==> src/rtl/am_demod.sv <==
// ---------------------------------------------------------------------------
// am_demod -- envelope (AM) demodulator with decimation, DC removal, gain,
// saturation counting, sigma-delta audio output and a Wishbone register port.
//
// Pipeline (one register per stage):
//    stage 1 : |i_sample| captured on each i_ce
//    stage 2 : integrate-and-dump over R = 2^LGDECIMATE samples -> env
//    DC      : ac = env - (avg >> DC_SHIFT), leaky average update
//    gain    : o_audio = sat16((ac * gain) >>> 8), o_audio_valid pulse
//
// Ports:
//    i_clk, i_reset_n       system clock / asynchronous active-low reset
//    i_ce, i_sample         RF sample strobe and signed IW-bit sample
//    i_wb_*                 Wishbone slave inputs (i_wb_sel ignored)
//    o_wb_stall/ack/data    Wishbone slave outputs (never stalls)
//    o_audio_valid          one-clock pulse per decimated audio sample
//    o_audio                signed 16-bit audio, held between pulses
//    o_pwm                  first-order sigma-delta bit of o_audio
//
// Registers:
//    0 RW  [15:0] gain (0x0100 = unity), [30] dc_bypass, [31] filter_reset
//    1 RO  {16'h0, o_audio}
//    2 RW  {16'h0, sat_count}; any write clears
//    3 RO  {20'h0, env[11:0]}
// ---------------------------------------------------------------------------
module am_demod #(
   parameter int IW         = 12,
   parameter int LGDECIMATE = 6,
   parameter int DC_SHIFT   = 8
) (
   input  logic                 i_clk,
   input  logic                 i_reset_n,
   input  logic                 i_ce,
   input  logic signed [IW-1:0] i_sample,
   input  logic                 i_wb_cyc,
   input  logic                 i_wb_stb,
   input  logic                 i_wb_we,
   input  logic [1:0]           i_wb_addr,
   input  logic [31:0]          i_wb_data,
   input  logic [3:0]           i_wb_sel,
   output logic                 o_wb_stall,
   output logic                 o_wb_ack,
   output logic [31:0]          o_wb_data,
   output logic                 o_audio_valid,
   output logic signed [15:0]   o_audio,
   output logic                 o_pwm
);

   localparam int AW = IW + LGDECIMATE;
   localparam int VW = IW + DC_SHIFT;
   localparam int PW = IW + 17;

   localparam logic signed [PW-1:0] AUD_MAX = PW'(32767);
   localparam logic signed [PW-1:0] AUD_MIN = PW'(-32768);

   // Register-port decode
   logic wb_write;
   logic ctrl_write;
   logic filter_reset;
   logic sat_clear;

   assign wb_write     = i_wb_cyc & i_wb_stb & i_wb_we;
   assign ctrl_write   = wb_write && (i_wb_addr == 2'd0);
   assign filter_reset = ctrl_write & i_wb_data[31];
   assign sat_clear    = wb_write && (i_wb_addr == 2'd2);

   assign o_wb_stall = 1'b0;

   logic unused_wb;
   assign unused_wb = &{1'b0, i_wb_sel, i_wb_data[29:16]};

   logic [15:0] gain;
   logic        dc_bypass;

   // Control register; filter_reset is not stored, it acts only on the write clock
   always_ff @(posedge i_clk or negedge i_reset_n) begin
      if (!i_reset_n) begin
         gain      <= 16'h0100;
         dc_bypass <= 1'b0;
      end else if (ctrl_write) begin
         gain      <= i_wb_data[15:0];
         dc_bypass <= i_wb_data[30];
      end
   end

   // Stage 1: magnitude. Two's-complement negation read as unsigned maps
   // the most negative sample to 2^(IW-1) without wrapping.
   logic [IW-1:0] abs_sample;
   logic [IW-1:0] mag;
   logic          mag_valid;

   assign abs_sample = i_sample[IW-1] ? (~$unsigned(i_sample) + IW'(1))
                                      : $unsigned(i_sample);

   always_ff @(posedge i_clk or negedge i_reset_n) begin
      if (!i_reset_n) begin
         mag       <= '0;
         mag_valid <= 1'b0;
      end else begin
         if (i_ce)
            mag <= abs_sample;
         mag_valid <= i_ce & ~filter_reset;
      end
   end

   // Stage 2: integrate-and-dump. The block's last sample is folded into
   // the dumped sum, so the accumulator starts the next block from zero
   // and no sample is lost across the boundary.
   logic [AW-1:0]         acc;
   logic [AW-1:0]         acc_sum;
   logic [LGDECIMATE-1:0] count;
   logic [IW-1:0]         env;
   logic                  env_valid;

   assign acc_sum = acc + {{LGDECIMATE{1'b0}}, mag};

   always_ff @(posedge i_clk or negedge i_reset_n) begin
      if (!i_reset_n) begin
         acc       <= '0;
         count     <= '0;
         env       <= '0;
         env_valid <= 1'b0;
      end else if (filter_reset) begin
         acc       <= '0;
         count     <= '0;
         env_valid <= 1'b0;
      end else begin
         env_valid <= 1'b0;
         if (mag_valid) begin
            count <= count + LGDECIMATE'(1);
            if (&count) begin
               env       <= acc_sum[AW-1:LGDECIMATE];
               acc       <= '0;
               env_valid <= 1'b1;
            end else begin
               acc <= acc_sum;
            end
         end
      end
   end

   // DC tracker: leaky average of env; dc is taken before the update
   logic [VW-1:0]        avg;
   logic [IW-1:0]        dc;
   logic signed [IW:0]   ac_next;
   logic signed [IW:0]   ac;
   logic                 ac_valid;

   assign dc      = avg[VW-1:DC_SHIFT];
   assign ac_next = dc_bypass ? $signed({1'b0, env})
                              : $signed({1'b0, env} - {1'b0, dc});

   always_ff @(posedge i_clk or negedge i_reset_n) begin
      if (!i_reset_n) begin
         avg      <= '0;
         ac       <= '0;
         ac_valid <= 1'b0;
      end else if (filter_reset) begin
         avg      <= '0;
         ac_valid <= 1'b0;
      end else begin
         ac_valid <= env_valid;
         if (env_valid) begin
            ac  <= ac_next;
            avg <= avg + VW'(env) - VW'(dc);
         end
      end
   end

   // Gain and saturation to the 16-bit audio range
   logic signed [PW-1:0] prod;
   logic signed [PW-1:0] scaled;
   logic                 sat_hi;
   logic                 sat_lo;
   logic signed [15:0]   audio_next;
   logic [15:0]          sat_count;

   assign prod       = ac * $signed(gain);
   assign scaled     = prod >>> 8;
   assign sat_hi     = scaled > AUD_MAX;
   assign sat_lo     = scaled < AUD_MIN;
   assign audio_next = sat_hi ? 16'sh7FFF :
                       sat_lo ? 16'sh8000 : scaled[15:0];

   always_ff @(posedge i_clk or negedge i_reset_n) begin
      if (!i_reset_n) begin
         o_audio       <= '0;
         o_audio_valid <= 1'b0;
      end else if (filter_reset) begin
         o_audio_valid <= 1'b0;
      end else begin
         o_audio_valid <= ac_valid;
         if (ac_valid)
            o_audio <= audio_next;
      end
   end

   // Saturation counter; a register write wins over a same-clock saturation
   always_ff @(posedge i_clk or negedge i_reset_n) begin
      if (!i_reset_n)
         sat_count <= '0;
      else if (sat_clear)
         sat_count <= '0;
      else if (ac_valid && (sat_hi || sat_lo) && (sat_count != 16'hFFFF))
         sat_count <= sat_count + 16'd1;
   end

   // Sigma-delta: offset-binary audio into a 16-bit phase accumulator;
   // the carry out is the density-modulated output bit
   logic [16:0] integ;

   always_ff @(posedge i_clk or negedge i_reset_n) begin
      if (!i_reset_n) begin
         integ <= '0;
         o_pwm <= 1'b0;
      end else begin
         integ <= {1'b0, integ[15:0]} + {1'b0, ~o_audio[15], o_audio[14:0]};
         o_pwm <= integ[16];
      end
   end

   // Read mux, registered every clock
   logic [11:0] env_12;
   assign env_12 = 12'(env);

   always_ff @(posedge i_clk or negedge i_reset_n) begin
      if (!i_reset_n) begin
         o_wb_ack  <= 1'b0;
         o_wb_data <= '0;
      end else begin
         o_wb_ack <= i_wb_stb;
         case (i_wb_addr)
            2'd0:    o_wb_data <= {1'b0, dc_bypass, 14'h0, gain};
            2'd1:    o_wb_data <= {16'h0, o_audio};
            2'd2:    o_wb_data <= {16'h0, sat_count};
            default: o_wb_data <= {20'h0, env_12};
         endcase
      end
   end

endmodule

==> config.mk <==
export PLATFORM = sky130hd
export DESIGN_NAME = am_demod
export DESIGN_NICKNAME = d
export VERILOG_FILES = /design/src/rtl/am_demod.sv
export SDC_FILE = /design/constraint.sdc
export NUM_CORES = 1
export LEC_CHECK = 0
export CAP_MARGIN = 20
export CORE_MARGIN = 2
export CORE_UTILIZATION = 56
export CTS_BUF_LIST = sky130_fd_sc_hd__clkbuf_4
export CTS_CLUSTER_SIZE = 12
export DETAILED_ROUTE_END_ITERATION = 10
export PLACE_DENSITY_LB_ADDON = 0.08
export SLEW_MARGIN = 10
export SYNTH_ARGS = -nofsm -noshare
export SYNTH_HDL_FRONTEND = slang
export SYNTH_SLANG_ARGS = --single-unit
==> constraint.sdc <==
create_clock -name i_clk -period 8.6 [get_ports i_clk]
set_clock_uncertainty 0.1 [all_clocks]
set_input_delay 1.72 -clock i_clk [delete_from_list [all_inputs] [get_ports i_clk]]
set_output_delay 1.72 -clock i_clk [all_outputs]
set_load 0.03 [all_outputs]
== Yosys cells after proc, flatten, opt, wreduce, memory -nomap -nowiden ==
Index checks and enable logic that the tools add are counted.
Widths: inputs -> output; s select.
Storage, ports and cells
  output and inout port bits: 52
  logic and storage cells: 71
  input bits: 56
  bits in registers: 185
Cells by class
  reduce and logical (&&, ||, !) cells: 13
  add/subtract/negate cells: 8
  order comparisons: 2
  bitwise operators: 7
  multipliers: 1
  equal/unequal tests: 3
  mux-type cells: 19
Operator list (count)
  $pmux 31 s3: 1
  $mux 16: 4
  $mux 18: 3
  $mux 20: 2
  $mul 13x16->29: 1
  $gt 21x16->1 const B: 1
  $lt 21x16->1 const B: 1
  $add 20x12->20: 1
  $sub 20x12->20: 1
  $add 18x12->18: 1
  $add 16x16->17: 1
  $add 16x1->16 const B: 1
  $ne 16x16->1 const B: 1
  $mux 13: 1
  $sub 12x12->13: 1
  $add 12x1->12 const B: 1
  $mux 12: 1
  $mux 6: 2
  $not 12->12: 1
  $reduce_and 8->1: 1
  $add 6x1->6 const B: 1
  $reduce_and 6->1: 1
  $reduce_bool 2->1: 3
  $mux 1: 5
  8 further kinds: 16

== Logic depth before layout (Yosys ltp) ==
  depth in word-level cells: 7
  depth in mapped cells: 29
  gate-level depth less buffers: 25

== Worst setup path before layout ==
No wires, ideal clock.
  path type: register -> register
  start: reg gain[15]
  end: reg sat_count[15]
  arrival: 6.493 ns
  clock period less this slack: 6.713 ns
  cell stages (with the launch flop): 22
  required time: 8.380 ns
  setup time: 0.120 ns
  path buffers: 1
  setup slack: 1.887 ns
  cells stage by stage: dfrtp_1 > clkbuf_1 > and2_1 > fa_1 > inv_1 > fa_1 > inv_1 > fa_1 > fa_1 > fa_1 > ha_1 > ha_1 > a21o_1 > a21oi_1 > nor3b_1 > a21boi_2 > a31oi_1 > mux2i_2 > o21ai_4 > a211oi_2 > a21oi_1 > a31o_2
Between the ends
  word-level cells in the longest chain between the ends: 6
  elaborated cells between the ends (all ways): 7
  classes of those cells: 1 x mul; 2 x order compare; 4 x reduce/logical
RTL lines
  from (decl): line 72  | logic [15:0] gain;
  from (signal assigned): line 81  | gain <= i_wb_data[15:0];
  $mul 13x16->29 *: line 178  | assign prod = ac * $signed(gain);
  $gt 21x16->1 or $lt 21x16->1 (tied branches): line 180, 181
  $logic_or 1x1->1 *: line 204  | else if (ac_valid && (sat_hi || sat_lo) && (sat_count != 16'hFFFF))
  $logic_and 1x1->1 * (2 in series): line 204
  $reduce_bool 2->1 (no line) *
  to (signal assigned): line 205  | sat_count <= sat_count + 16'd1;
  to (decl): line 176  | logic [15:0] sat_count;
Every way passes the cells marked *; elsewhere a longest branch is shown, timed or not.
A chain may end at the register's enable or synchronous reset.

== Final worst setup path ==
  start: reg gain[15]
  end: reg o_audio[8]
Between the ends
  word-level cells in the longest chain between the ends: 4
  elaborated cells between the ends (all ways): 5
  classes of those cells: 1 x mul; 2 x order compare; 2 x mux
RTL lines
  $mul 13x16->29 *: line 178
  $lt 21x16->1: line 181  | assign sat_lo = scaled < AUD_MIN;
  $mux 16: line 183  | sat_lo ? 16'sh8000 : scaled[15:0];
  $mux 16 *: line 182  | assign audio_next = sat_hi ? 16'sh7FFF :
  to (signal assigned): line 194  | o_audio <= audio_next;
  to (decl): line 45  | output logic signed [15:0] o_audio,
Marks and branches as above.

==> metrics.yaml <==
synthesis:
  syn_area_per_cell_sq_um: 9.37
  synth.ff_latch_count: 170
  synth_top_cell_area_share_pct: 24.0
  synth_top_area_cell: "dfrtp_1"
  yosysMostFrequentCell: "inv_1"
  synth-edff-count: 0
  yosys-top-cells-count: "inv_1, nand2_1, fa_1, dfrtp_1, ha_1"
  synth.area.top_cells: "dfrtp_1, fa_1, ha_1, inv_1, nand2_1"
  yosys_warnings: 0
  syn_inst: 1881
  ys.flop_type: "dfrtp_1"
  seq_area_frac_synth_pct: 24.1
  synth_cell_types: 76
  asyncSetResetFlopFracSynth_pct: 100
  synth.cell_area_sq_um: 17600
clock_tree:
  clock_path_buffers: 2
  numCtsBuffers: 17
  cts.sinks: 170
  post_cts_resized: 0
  cts_root_buffer: "clkbuf_4"
  cts-htree-levels: 4
  cts_tree: "built"
  insertion_delay_ns: 0.60
  cts_setup_buffers: 0
  path_clk_slew_ns: 0.17
  ctsHoldBuffers: 0
timing:
  relSlewSlack_pct: 27.0
  max_freq_ghz: 0.132
  maxSlewViolCount: 0
  final-setup-viol-count: 0
  grt_setup_unrepaired: "false"
  hold_viol_final: 0
  finalSetupTns_ns: 0
  fin_crit_sh_pct: 87.8
  fin_crit_ns: 7.55
  whs_ns: 0.272
  tightest_slew_ns: 1.09
global_routing:
  grt_pass1_wl_mm: 69.6
  grtUsageTotal_pct: 26.9
  grt_max_degree: 104
  antenna_found_initial: 2
  grt_pass1_vias: 13466
  overflow: 0
floorplan:
  start_util_pct: 57.2
  io_pins: 108
  coreArea_sq_um: 30800
  die_h_um: 181
  rows: 64
  dieArea_sq_um: 32900
  die_w_um: 181
layout:
  fin_util_pct: 61.5
  area_growth_pct: 7.59
  design_area_sq_um: 19000
  layout-drive-gt1-share_pct: 5.14
  nets: 2310
routing:
  num_vias: 12929
  drc_errors: 0
  dr.pass1.iters: 6
  first_iter_violations: 874
  routedWlPerCell_um: 17.7
  ant_nets: 0
  routed_wl_mm: 41.2
  viasPerCell: 5.56
setup_path:
  crit_top_cell: "fa_1"
  cp_slowest_cell: "fa_1"
  path_delay_family: "adder cells"
  cp.required_ns: 9.01
  path_buf_inv: 3
  path_max_fanout: 15
  max_stage_delay_ns: 0.87
  path_cells: "and2_1 -> fa_1 -> inv_1 -> fa_1 -> inv_1 -> fa_1 -> fa_1 -> fa_1 -> ha_1 -> ha_1 -> a21o_1 -> a21o_1 -> a21oi_1 -> mux2i_1 -> o311a_1 -> o311ai_1 -> nor4_1 -> or2_1 -> buf_4 -> o21ai_0 -> o21ai_0"
  arrival_ns: 7.96
  worstSetupStartpointType: "register"
  end_kind: "register"
  crit_type: "reg2reg"
run_status:
  status: "finished clean"
place:
  place_area_sq_um: 18600
  port_buffers: 73
  gp_congestion: 0.885
  hpwl_mm: 32.1
min_path:
  hold_path.class: "reg2reg"
run:
  drv_cap: 0
[through the flow]
stage	setup WS (ns)	std cells
final	1.05	2324
after global routing	0.545	2324
after detailed placement	1.09	2291
after floorplan	1.89	1896
after global placement	1.15	2291
after CTS	1.00	2323
[worst paths after layout]
check | endpoint | from | slack [ns] | cells past startpoint
worst min-delay path | o_pwm | integ[16] | 0.27 | 0
worst max-delay path | o_audio[8] | gain[15] | 1.05 | 21
worst min register to register | o_pwm | integ[16] | 0.27 | 0
worst max register to register | o_audio[8] | gain[15] | 1.05 | 21
max in group asynchronous | mag_valid | i_reset_n | 5.87 | 2
min in group asynchronous | avg[4] | i_reset_n | 1.11 | 1
[flip-flops by register name (all words and copies together), names as in the netlist, 6 cells and up]
signal / flops
avg: 20
acc: 18
integ: 17
o_wb_data: 17
gain: 16
o_audio: 16
sat_count: 16
ac: 13
env: 12
mag: 12
count: 6
[layer usage]
| metal | vias to the layer above | wire length, um | GRT usage, % |
|---|---|---|---|
| li1 | 6101 | - | - |
| met1 | 6452 | 17600 | 35.2 |
| met2 | 324 | 20700 | 47.3 |
| met3 | 52 | 1900 | 3.23 |
| met4 | 0 | 967 | 7.64 |
| met5 | - | 0 | 0 |
[placed cells by master, fill, tap and decap left out, types with 29 or more instances in the layout]
cell	instances
inv_1	279
o21ai_0	81
ha_1	131
a21o_1	30
dfrtp_1	169
fa_1	209
nor2_1	112
and2_1	92
xnor2_1	65
clkdlybuf4s50_1	72
nand2_1	236
a21oi_1	68
xor2_1	29
[cell families after synthesis]
group,synth area share [%]
and+or+nand+nor,15.2
buffers and inverters,8.35
adders and majority gates,33.0
AOI/OAI and AO/OA,11.2
DFF,24.1
xor gates and xnor gates,4.76
muxes,3.23
other,0.0213
[layout make-up]
class,count,area (sq um)
flip-flops and latches,170,4260
multi-input cells,1354,12000
clock inverters,15,214
clock buffers,17,128
fillers,2692,11900
diodes,1,2.50
well taps,396,495
repair buffers,90,860
inverters,281,1050
[worst reg2reg max path, delay by kind of cell (launching register included)]
| family | cells | cell delay (ns) |
|---|---|---|
| buf+inv | 3 | 0.50 |
| simple gates | 3 | 1.26 |
| fa+ha+maj | 7 | 3.55 |
| flops | 1 | 0.61 |
| compound gates | 7 | 1.20 |
| mux | 1 | 0.24 |
Power is not shown: default switching activity piles up to over one toggle a cycle in this logic, so the estimate is an artifact.
